File: src/rtl/strobe_interval_cnt.sv
// Saturating interval counter: cycles since the last strobe, plus timeout flag.
module strobe_interval_cnt #(
  parameter int unsigned MAX_CNT = 4,
  parameter int unsigned CNT_W   = 3
) (
  input  logic             clk,
  input  logic             rst,
  input  logic             strobe_in,
  output logic [CNT_W-1:0] cnt,
  output logic             timeout
);

  localparam logic [CNT_W-1:0] SAT = CNT_W'(MAX_CNT);

  logic [CNT_W-1:0] r_cnt;

  // Restart at 1 on a strobe, otherwise count up and hold at saturation.
  always_ff @(posedge clk) begin
    if (rst) begin
      r_cnt <= '0;
    end else if (strobe_in) begin
      r_cnt <= CNT_W'(1);
    end else if (r_cnt != SAT) begin
      r_cnt <= r_cnt + CNT_W'(1);
    end
  end

  // A saturated count with no strobe this cycle means the strobe is overdue.
  assign cnt     = r_cnt;
  assign timeout = (r_cnt == SAT) && !strobe_in;

endmodule : strobe_interval_cnt

File: config.mk
export PLATFORM = sky130hd
export DESIGN_NAME = strobe_interval_cnt
export DESIGN_NICKNAME = d
export VERILOG_FILES = /design/src/rtl/strobe_interval_cnt.sv
export SDC_FILE = /design/constraint.sdc
export NUM_CORES = 1
export LEC_CHECK = 0
export ABC_AREA = 1
export BUFFER_PORTS_ARGS = -buffer_cell sky130_fd_sc_hd__buf_2
export CAP_MARGIN = 20
export CORE_AREA = 10 10 47 49
export DETAILED_ROUTE_END_ITERATION = 8
export DIE_AREA = 0 0 57 59
export GPL_TIMING_DRIVEN = 0
export PLACE_DENSITY = 0.3
export SLEW_MARGIN = 20
export SYNTH_ARGS = -nofsm -noshare
export SYNTH_HDL_FRONTEND = slang
export SYNTH_SLANG_ARGS = --single-unit
File: constraint.sdc
create_clock -name clk -period 1.6 [get_ports clk]
set_input_delay 0.32 -clock clk [delete_from_list [all_inputs] [get_ports clk]]
set_output_delay 0.32 -clock clk [all_outputs]
set_load 0.05 [all_outputs]
---- After elaboration in Yosys (flattened, before gate mapping) ----
Cells that the tools add are included.
cells by class
  bitwise gates (word level) .............. 0
  $add $sub $neg .......................... 1
  $lt $le $gt $ge ......................... 0
  reduce and logical (&&, ||, !) cells .... 4
  div/mod/pow operators ................... 0
  $mul .................................... 0
  equality and inequality tests ........... 2
  shift operators ......................... 0
  mux-type cells .......................... 2
operator list
  operator             count
  $add 3x1->3 const B  1
  $eq 3x3->1 const B   1
  $ne 3x3->1 const B   1
  $mux 1               2
  $reduce_bool 2->1    1
  $reduce_or 2->1      1
  $logic_and 1x1->1    1
  $logic_not 1->1      1
storage, ports and cells
  flip-flop bits (word level) ............. 3
  bits in writable memories ............... 0
  input bits .............................. 3
  logic and storage cells ................. 11
  latch bits .............................. 0
  memories kept ........................... 0
  memory bits (read-only) ................. 0

---- Longest topological paths before layout ----
Gate-level depths: netlist of the first run.
  depth after elaboration ................. 3
  mapped depth ............................ 7

---- Worst setup path before layout of the first run ----
Ideal clock, no wire load.
  path kind ............................... reg-to-output
  start ................................... register r_cnt[0] (netlist: cnt[0])
  end ..................................... output port timeout
  data arrival time ....................... 1.582 ns
  required time ........................... 1.280 ns
  slack ................................... -0.302 ns
  buffers on the path ..................... 0
  stages on the path, launching flop included .. 5
  cell sequence ........................... dfxtp_1 -> inv_1 -> ha_1 -> nand2_2 -> nor2_1
between the ends
  word-level cells in the longest chain between the ends .. 2
ends and longest elaborated chain
  what                    line  source
  start, declared         15    logic [CNT_W-1:0] r_cnt;
  start signal, assigned  24    r_cnt <= r_cnt + CNT_W'(1);
  $eq 3x3->1              30    assign timeout = (r_cnt == SAT) && !strobe_in;
  $logic_and 1x1->1       30
  end, declared           10    output logic timeout
No other way between the ends.

---- Worst setup path in the final report of the first run ----
Same ends and word-level chain as after synthesis.

==> impl_results.html, run 1 <==
<table>
<tr><th>Metric</th><th>Value</th></tr>
<tr><th colspan="2">Outcome</th></tr>
<tr><td>Outcome</td><td>finished clean</td></tr>
<tr><th colspan="2">Clock tree</th></tr>
<tr><td>Worst-case clock buffer depth</td><td>2</td></tr>
<tr><td>Depth of the CTS H-tree</td><td>1</td></tr>
<tr><td>Clock tree from TritonCTS</td><td>done</td></tr>
<tr><td>Clock-pin slew reported for the worst setup and hold paths after clock tree synthesis</td><td>0.03 ns</td></tr>
<tr><td>Num CTS Buffers</td><td>3</td></tr>
<tr><td>Number of clock sinks</td><td>3</td></tr>
<tr><td>Root buffer cell</td><td>sky130_fd_sc_hd__clkbuf_4</td></tr>
<tr><td>Setup bufs post-CTS</td><td>0</td></tr>
<tr><td>Clock latency at the later pin of the worst-skew pair</td><td>0.23 ns</td></tr>
<tr><td>Hold-fix buffers, CTS</td><td>0</td></tr>
<tr><th colspan="2">Setup path</th></tr>
<tr><td>Ordered cell list for the critical path</td><td>inv_1 -&gt; ha_2 -&gt; nand2_2 -&gt; nor2_4 -&gt; buf_6</td></tr>
<tr><td>Cell type group with the largest total delay on the critical path</td><td>flip-flops</td></tr>
<tr><td>CP Capture Type</td><td>output pin</td></tr>
<tr><td>CP max-delay cell</td><td>sky130_fd_sc_hd__dfxtp_1</td></tr>
<tr><td>Kind of start point of the critical path</td><td>flop</td></tr>
<tr><td>Category of the most critical setup path</td><td>reg2out</td></tr>
<tr><td>Worst path bufs/invs</td><td>2</td></tr>
<tr><td>Worst endpoint data arrival time</td><td>1.20 ns</td></tr>
<tr><td>Delay of the slowest cell on the worst path</td><td>0.33 ns</td></tr>
<tr><td>CP required</td><td>1.28 ns</td></tr>
<tr><td>Highest fanout seen on the critical path</td><td>4</td></tr>
<tr><th colspan="2">Floorplan</th></tr>
<tr><td>DIE AREA</td><td>3360 um2</td></tr>
<tr><td># rows</td><td>14</td></tr>
<tr><td>Die extent in y</td><td>59 um</td></tr>
<tr><td>Starting utilization of the core area</td><td>11.8%</td></tr>
<tr><td>Chip Width</td><td>57 um</td></tr>
<tr><td>Placeable core area</td><td>1400 um2</td></tr>
<tr><td>I/O pin total</td><td>7</td></tr>
<tr><th colspan="2">Timing</th></tr>
<tr><td>Post-route clock period utilization</td><td>94.8%</td></tr>
<tr><td>Setup clock skew after layout</td><td>0.00244 ns</td></tr>
<tr><td>Highest attainable clock frequency</td><td>660 MHz</td></tr>
<tr><td>Final number of hold-violating endpoints</td><td>0</td></tr>
<tr><td>Headroom to the max-slew limit</td><td>83.0%</td></tr>
<tr><td>Setup repair after global routing missed its margin</td><td>no</td></tr>
<tr><td>Final Max Tran Viols</td><td>0</td></tr>
<tr><td>Final setup violation count</td><td>0</td></tr>
<tr><td>Fin Hold WS</td><td>0.336 ns</td></tr>
<tr><td>Final worst-path setup slack</td><td>0.0839 ns</td></tr>
<tr><td>Transition at the pin with the smallest max-transition slack</td><td>0.256 ns</td></tr>
<tr><td>Period minus WS final</td><td>1.52 ns</td></tr>
<tr><td>Setup TNS after final layout</td><td>0 ns</td></tr>
<tr><th colspan="2">Yosys</th></tr>
<tr><td>Number of enable flip-flop cells after synthesis</td><td>0</td></tr>
<tr><td>XOR/XNOR Fraction of Synth Area</td><td>0%</td></tr>
<tr><td>Largest cells by area after synthesis</td><td>sky130_fd_sc_hd__dfxtp_1 36%, sky130_fd_sc_hd__ha_1 15%, sky130_fd_sc_hd__inv_1 11%</td></tr>
<tr><td>Async set or reset register ratio after synthesis</td><td>0%</td></tr>
<tr><td>Area share of the largest cell type after synthesis</td><td>36.4%</td></tr>
<tr><td>Dominant combinational cell family by area after synthesis</td><td>simple AND/OR/NAND/NOR gates</td></tr>
<tr><td>Syn Area/Cell</td><td>6.88 um2</td></tr>
<tr><td>Yosys cell types</td><td>10</td></tr>
<tr><td>Sequential area share after synthesis</td><td>36.4%</td></tr>
<tr><td>Share of synthesized cell area in full adder, half adder and majority cells</td><td>15.2%</td></tr>
<tr><td>FF+latch count, synth</td><td>3</td></tr>
<tr><td>Complex-gate fraction of the synthesized area</td><td>9.09%</td></tr>
<tr><td>Gate count of the mapped netlist</td><td>24</td></tr>
<tr><td>Main flop type after synthesis</td><td>sky130_fd_sc_hd__dfxtp_1</td></tr>
<tr><td>Yosys warning count</td><td>0</td></tr>
<tr><td>Most area-hungry cell type in the Yosys netlist</td><td>sky130_fd_sc_hd__dfxtp_1</td></tr>
<tr><td>Post-Synth Simple-Gate Area</td><td>28.0%</td></tr>
<tr><td>Mapped Area</td><td>165 um2</td></tr>
<tr><td>Post-synthesis net count</td><td>29</td></tr>
<tr><td>Leading post-synthesis cells by instance count</td><td>5 x sky130_fd_sc_hd__inv_1, 5 x sky130_fd_sc_hd__nor2_1, 3 x sky130_fd_sc_hd__dfxtp_1, 3 x sky130_fd_sc_hd__nand2_1</td></tr>
<tr><td>Proportion of synthesized area in mux cells</td><td>0%</td></tr>
<tr><th colspan="2">Place</th></tr>
<tr><td>Placement Setup Slack</td><td>0.207 ns</td></tr>
<tr><td>Port bufs</td><td>6</td></tr>
<tr><td>DP Wirelength</td><td>330 um</td></tr>
<tr><td>Final Wtd Congestion</td><td>0.734</td></tr>
<tr><th colspan="2">Global route</th></tr>
<tr><td>Initial antenna violation count</td><td>0</td></tr>
<tr><td>Wire length of the first global-routing pass</td><td>696 um</td></tr>
<tr><td>Remaining Overflow, GRT</td><td>0</td></tr>
<tr><td>Maximum number of pins on one net before global-route repair</td><td>7</td></tr>
<tr><td>Global Route Usage Sum</td><td>2.84%</td></tr>
<tr><td>Via count of the first global-routing pass</td><td>195</td></tr>
<tr><th colspan="2">Routing</th></tr>
<tr><td>Average wire per standard cell</td><td>8.10 um</td></tr>
<tr><td>Via density</td><td>3.42</td></tr>
<tr><td>Residual DRC count</td><td>0</td></tr>
<tr><td>First-pass iteration count of the detailed router</td><td>3</td></tr>
<tr><td>Post-DRT Antenna Nets</td><td>0</td></tr>
<tr><td>Vias</td><td>171</td></tr>
<tr><td>DRC violation total after the first TritonRoute iteration</td><td>3</td></tr>
<tr><td>Final WL</td><td>405 um</td></tr>
<tr><th colspan="2">Cells and area</th></tr>
<tr><td>Number of nets in the finished design</td><td>40</td></tr>
<tr><td>Max FFs per register</td><td>3</td></tr>
<tr><td>Synthesis-to-layout area growth</td><td>56.1%</td></tr>
<tr><td>Share of final-layout standard cells stronger than drive strength 1</td><td>35.3%</td></tr>
<tr><td>Final core utilization</td><td>18.4%</td></tr>
<tr><td>Antenna fix cells</td><td>0</td></tr>
<tr><th colspan="2">Power</th></tr>
<tr><td>Power density over the cells</td><td>977 nW/um2</td></tr>
<tr><td>Tot Pwr</td><td>252 uW</td></tr>
<tr><td>Worst IR Drop VDD</td><td>0.000306 V</td></tr>
<tr><td>Leakage component of the power</td><td>0.000132 uW</td></tr>
<tr><th colspan="2">Worst hold path</th></tr>
<tr><td>Path type of the worst min-delay path</td><td>in2reg</td></tr>
<tr><th colspan="2">Job</th></tr>
<tr><td>Number of max-cap violations</td><td>0</td></tr>
</table>
## tightest hold or removal path, delay by kind of cell
| family | cells | cell delay [ns] |
|---|---|---|
| buffers and inverters | 3 | 0.14 |
| AND/OR/NAND/NOR | 1 | 0.05 |
## placed cells by master, fill, tap and decap left out, types with 2 or more instances in the layout
cell type,count
sky130_fd_sc_hd__nand2_1,3
sky130_fd_sc_hd__nand3_1,2
sky130_fd_sc_hd__dfxtp_1,3
sky130_fd_sc_hd__clkbuf_4,3
sky130_fd_sc_hd__buf_2,5
sky130_fd_sc_hd__inv_1,5
sky130_fd_sc_hd__nor2_1,4
## final timing paths
kind / start / end / slack (ns) / cells past startpoint
hold / removal: rst / cnt[0] / 0.34 / 4
setup / recovery: cnt[0] / timeout / 0.08 / 5
hold reg to reg: cnt[1] / cnt[1] / 0.55 / 2
setup reg to reg: cnt[0] / cnt[0] / 0.56 / 7
## cells by family after synthesis
kind of cell	Yosys count
AOI/OAI and AO/OA	3
adders and majority gates	2
buffers and inverters	5
DFF	3
and+or+nand+nor	11
## power by group
group	internal (uW)	leakage (uW)	switching, uW
sequential	78.9	0.0000247	3.63
clock	93.3	0.0000150	37.4
combinational	11.7	0.0000925	26.7
## cell type report
class                   instances  area, um2
flip-flops and latches          3       60.1
well taps                      16       20.0
inverters                       5       18.8
multi-input cells              16       96.3
fillers                       170       1140
repair buffers                  6       36.3
clock buffers                   4       26.3
## routing by layer
layer  up-vias  global-route usage, %  share of wire, %
li1         96                      -                 -
met1        72                   2.12                40
met2         3                   4.34                54
met3         0                   1.72               6.7
met4         0                   4.03                 0
met5         -                      0                 0
## through the flow
stage | instance area (um2) | instances
after global placement | 223 | 46
after detailed placement | 223 | 46
after global routing | 258 | 50
final | 258 | 50
after CTS | 251 | 50
after floorplan | 173 | 24
## what timing repair did
item                       4_1_cts  5_1_grt
gates resized for setup          1        2
cloned                           0        0
setup endpoints to repair        1        1
Note: power is estimated with default switching activity, not from simulation.
==> run 2, diff against run 1 <==
--- a/config.mk
+++ b/config.mk
@@ -5,14 +5,13 @@
 export SDC_FILE = /design/constraint.sdc
 export NUM_CORES = 1
 export LEC_CHECK = 0
-export ABC_AREA = 1
 export BUFFER_PORTS_ARGS = -buffer_cell sky130_fd_sc_hd__buf_2
 export CAP_MARGIN = 20
 export CORE_AREA = 10 10 47 49
 export DETAILED_ROUTE_END_ITERATION = 8
 export DIE_AREA = 0 0 57 59
 export GPL_TIMING_DRIVEN = 0
-export PLACE_DENSITY = 0.3
+export PLACE_DENSITY = 0.31
 export SLEW_MARGIN = 20
 export SYNTH_ARGS = -nofsm -noshare
 export SYNTH_HDL_FRONTEND = slang
==> impl_results.html, run 2 <==
<table>
<tr><th>Metric</th><th>Value</th></tr>
<tr><th colspan="2">Outcome</th></tr>
<tr><td>Outcome</td><td>finished clean</td></tr>
<tr><th colspan="2">Yosys</th></tr>
<tr><td>FF+latch count, synth</td><td>3</td></tr>
<tr><td>Most area-hungry cell type in the Yosys netlist</td><td>sky130_fd_sc_hd__dfxtp_1</td></tr>
<tr><td>Mapped Area</td><td>180 um2</td></tr>
<tr><td>Syn Area/Cell</td><td>10.0 um2</td></tr>
<tr><td>Sequential area share after synthesis</td><td>33.3%</td></tr>
<tr><td>Area share of the largest cell type after synthesis</td><td>33.3%</td></tr>
<tr><td>Largest cells by area after synthesis</td><td>sky130_fd_sc_hd__dfxtp_1 33%, sky130_fd_sc_hd__ha_1 14%, sky130_fd_sc_hd__a211oi_2 6.9%</td></tr>
<tr><td>Leading post-synthesis cells by instance count</td><td>3 x sky130_fd_sc_hd__dfxtp_1, 2 x sky130_fd_sc_hd__ha_1, 2 x sky130_fd_sc_hd__inv_1, 2 x sky130_fd_sc_hd__nor2_1</td></tr>
<tr><td>Post-synthesis net count</td><td>23</td></tr>
<tr><td>Yosys cell types</td><td>13</td></tr>
<tr><td>Yosys warning count</td><td>0</td></tr>
<tr><td>Async set or reset register ratio after synthesis</td><td>0%</td></tr>
<tr><td>Number of enable flip-flop cells after synthesis</td><td>0</td></tr>
<tr><td>Most instantiated library cell after synthesis</td><td>sky130_fd_sc_hd__dfxtp_1</td></tr>
<tr><td>Gate count of the mapped netlist</td><td>18</td></tr>
<tr><td>Main flop type after synthesis</td><td>sky130_fd_sc_hd__dfxtp_1</td></tr>
<tr><th colspan="2">Cells and area</th></tr>
<tr><td>Number of nets in the finished design</td><td>34</td></tr>
<tr><td>Max FFs per register</td><td>3</td></tr>
<tr><td>Most common cell after layout, fill and taps aside</td><td>sky130_fd_sc_hd__buf_2</td></tr>
<tr><td>Synthesis-to-layout area growth</td><td>53.5%</td></tr>
<tr><td>Antenna fix cells</td><td>0</td></tr>
<tr><td>Final core utilization</td><td>19.7%</td></tr>
<tr><td>Layout fillers</td><td>166</td></tr>
<tr><td>Share of final-layout standard cells stronger than drive strength 1</td><td>57.1%</td></tr>
<tr><td>Top library cells by usage in the layout, fill and taps aside</td><td>5 x sky130_fd_sc_hd__buf_2, 3 x sky130_fd_sc_hd__clkbuf_4, 2 x sky130_fd_sc_hd__inv_1, 2 x sky130_fd_sc_hd__dfxtp_1</td></tr>
<tr><th colspan="2">Global route</th></tr>
<tr><td>Remaining Overflow, GRT</td><td>0</td></tr>
<tr><td>Initial antenna violation count</td><td>0</td></tr>
<tr><td>Met1 GRT Util</td><td>3.18%</td></tr>
<tr><td>Via count of the first global-routing pass</td><td>178</td></tr>
<tr><td>GR Layer Usage met2</td><td>3.88%</td></tr>
<tr><td>Global Route Usage Sum</td><td>3.28%</td></tr>
<tr><td>Most heavily used metal layer in global routing</td><td>met3</td></tr>
<tr><td>Met3 routing resource usage after global routing</td><td>4.51%</td></tr>
<tr><td>Maximum number of pins on one net before global-route repair</td><td>8</td></tr>
<tr><td>Wire length of the first global-routing pass</td><td>765 um</td></tr>
<tr><th colspan="2">Setup path</th></tr>
<tr><td>Highest fanout seen on the critical path</td><td>5</td></tr>
<tr><td>Ordered cell list for the critical path</td><td>inv_1 -&gt; ha_2 -&gt; nand2_2 -&gt; nor2_4 -&gt; buf_6</td></tr>
<tr><td>Category of the most critical setup path</td><td>reg2out</td></tr>
<tr><td>Critical path origin</td><td>cnt[0]</td></tr>
<tr><td>Worst path bufs/invs</td><td>2</td></tr>
<tr><td>Worst endpoint data arrival time</td><td>1.19 ns</td></tr>
<tr><td>Worst R2R Path Depth</td><td>4</td></tr>
<tr><td>Kind of start point of the critical path</td><td>flop</td></tr>
<tr><td>CP max-delay cell</td><td>sky130_fd_sc_hd__dfxtp_2</td></tr>
<tr><td>Crit Reg-Reg Startpoint</td><td>cnt[1]</td></tr>
<tr><td>CP Capture Type</td><td>output pin</td></tr>
<tr><td>Delay of the slowest cell on the worst path</td><td>0.33 ns</td></tr>
<tr><td>Total number of cells along the worst setup path</td><td>5</td></tr>
<tr><td>Critical register-to-register path endpoint</td><td>cnt[1]</td></tr>
<tr><td>Worst-case register-to-register setup slack</td><td>0.38 ns</td></tr>
<tr><td>Timing endpoint of the critical path</td><td>timeout</td></tr>
<tr><td>Cell type group with the largest total delay on the critical path</td><td>flip-flops</td></tr>
<tr><td>CP required</td><td>1.28 ns</td></tr>
<tr><th colspan="2">Power</th></tr>
<tr><td>Worst IR Drop VDD</td><td>0.000319 V</td></tr>
<tr><td>Tot Pwr</td><td>261 uW</td></tr>
<tr><td>Leakage component of the power</td><td>0.000123 uW</td></tr>
<tr><td>Power density over the cells</td><td>942 nW/um2</td></tr>
<tr><th colspan="2">Place</th></tr>
<tr><td>Port bufs</td><td>6</td></tr>
<tr><td>Placement Setup Slack</td><td>0.155 ns</td></tr>
<tr><td>Final Wtd Congestion</td><td>0.751</td></tr>
<tr><td>DP Wirelength</td><td>357 um</td></tr>
<tr><th colspan="2">Worst hold path</th></tr>
<tr><td>Path type of the worst min-delay path</td><td>in2reg</td></tr>
<tr><th colspan="2">Clock tree</th></tr>
<tr><td>Number of clock sinks</td><td>3</td></tr>
<tr><td>Depth of the CTS H-tree</td><td>1</td></tr>
<tr><td>Clock latency at the later pin of the worst-skew pair</td><td>0.23 ns</td></tr>
<tr><td>Clock-pin slew reported for the worst setup and hold paths after clock tree synthesis</td><td>0.04 ns</td></tr>
<tr><td>Root buffer cell</td><td>sky130_fd_sc_hd__clkbuf_4</td></tr>
<tr><td>Hold-fix buffers, CTS</td><td>0</td></tr>
<tr><td>Num CTS Buffers</td><td>3</td></tr>
<tr><td>Clock tree from TritonCTS</td><td>done</td></tr>
<tr><td>Worst-case clock buffer depth</td><td>2</td></tr>
<tr><th colspan="2">Routing</th></tr>
<tr><td>Average wire per standard cell</td><td>11.3 um</td></tr>
<tr><td>Via density</td><td>3.91</td></tr>
<tr><td>Final WL</td><td>495 um</td></tr>
<tr><td>Vias</td><td>172</td></tr>
<tr><td>DRC violation total after the first TritonRoute iteration</td><td>0</td></tr>
<tr><td>Post-DRT Antenna Nets</td><td>0</td></tr>
<tr><td>First-pass iteration count of the detailed router</td><td>1</td></tr>
<tr><td>Residual DRC count</td><td>0</td></tr>
<tr><th colspan="2">Timing</th></tr>
<tr><td>Headroom to the max-slew limit</td><td>83.7%</td></tr>
<tr><td>Final number of hold-violating endpoints</td><td>0</td></tr>
<tr><td>Final worst-path setup slack</td><td>0.0901 ns</td></tr>
<tr><td>Final setup violation count</td><td>0</td></tr>
<tr><td>Final Max Tran Viols</td><td>0</td></tr>
<tr><td>Highest attainable clock frequency</td><td>662 MHz</td></tr>
<tr><td>Setup clock skew after layout</td><td>0.000114 ns</td></tr>
<tr><td>Post-route clock period utilization</td><td>94.4%</td></tr>
<tr><td>Setup TNS after final layout</td><td>0 ns</td></tr>
<tr><td>Transition at the pin with the smallest max-transition slack</td><td>0.244 ns</td></tr>
<tr><td>Setup repair after global routing missed its margin</td><td>no</td></tr>
<tr><td>Period minus WS final</td><td>1.51 ns</td></tr>
<tr><th colspan="2">Floorplan</th></tr>
<tr><td>I/O pin total</td><td>7</td></tr>
<tr><td># rows</td><td>14</td></tr>
<tr><td>Placeable core area</td><td>1400 um2</td></tr>
<tr><td>Starting utilization of the core area</td><td>12.9%</td></tr>
<tr><td>DIE AREA</td><td>3360 um2</td></tr>
<tr><td>Die extent in y</td><td>59 um</td></tr>
<tr><td>Chip Width</td><td>57 um</td></tr>
<tr><th colspan="2">Job</th></tr>
<tr><td>Number of max-cap violations</td><td>0</td></tr>
</table>
-- run 2: worst register-to-register path: cells and delay by family, from the launching register on --
family | cells | cell delay [ns]
AOI/OAI and AO/OA | 2 | 0.43
adders and majority gates | 1 | 0.30
buffers and inverters | 1 | 0.06
DFF | 1 | 0.36
-- run 2: power by group --
part	internal (uW)	switching [uW]	leakage [uW]
Clock	93.5	40.0	0.0000150
Sequential	79.4	4.61	0.0000248
Combinational	15.9	27.2	0.0000833
Total	189	71.8	0.000123
-- run 2: metrics by stage --
| step | instance area (um2) | hold slack, ns | cells |
|---|---|---|---|
| final | 277 | 0.297 | 44 |
| after global routing | 277 | 0.291 | 44 |
| after CTS | 272 | 0.288 | 44 |
| after detailed placement | 238 | 0.498 | 40 |
| after global placement | 238 | 0.498 | 40 |
| after floorplan | 188 | 0.385 | 18 |
-- run 2: cells by family (layout without fill, tap and decap cells) --
group	count (synthesis)	count (layout)	share of synthesized area (%)
flip-flops	3	3	33.3
adder cells (fa/ha/maj)	2	2	13.9
AND/OR/NAND/NOR	8	8	31.9
AO/OA/AOI/OAI	3	3	16.7
buffers and inverters	2	12	4.17
-- run 2: metal layers --
| metal | wire length (um) | share of wire [%] |
|---|---|---|
| met1 | 232 | 47 |
| met2 | 185 | 37 |
| met3 | 76 | 15 |
| met4 | 0 | 0 |
| met5 | 0 | 0 |
-- run 2: cell type report --
type,instances,area (um2),share of cell area [%]
multi-input combinational,13,125,45.2
sequential,3,61.3,22.2
timing repair buffer,6,36.3,13.1
clock buffer,4,26.3,9.50
tap,16,20.0,7.24
inverter,2,7.51,2.71
-- run 2: worst min path at each step --
stage | to | depth (start not counted) | slack, ns | start
after global placement | cnt[1] | 2 | 0.50 | cnt[1]
after detailed placement | cnt[1] | 2 | 0.50 | cnt[1]
after CTS | cnt[0] | 2 | 0.29 | rst
final | cnt[0] | 2 | 0.30 | rst
after floorplan | cnt[0] | 1 | 0.38 | rst
after global routing | cnt[0] | 2 | 0.29 | rst
-- run 2: timing repair --
| action | 4_1_cts | 5_1_grt |
|---|---|---|
| buffers inserted | 0 | 0 |
| endpoints found under the hold margin | 0 | 0 |
| gates resized for setup | 3 | 2 |
| endpoints found under the setup margin | 1 | 1 |
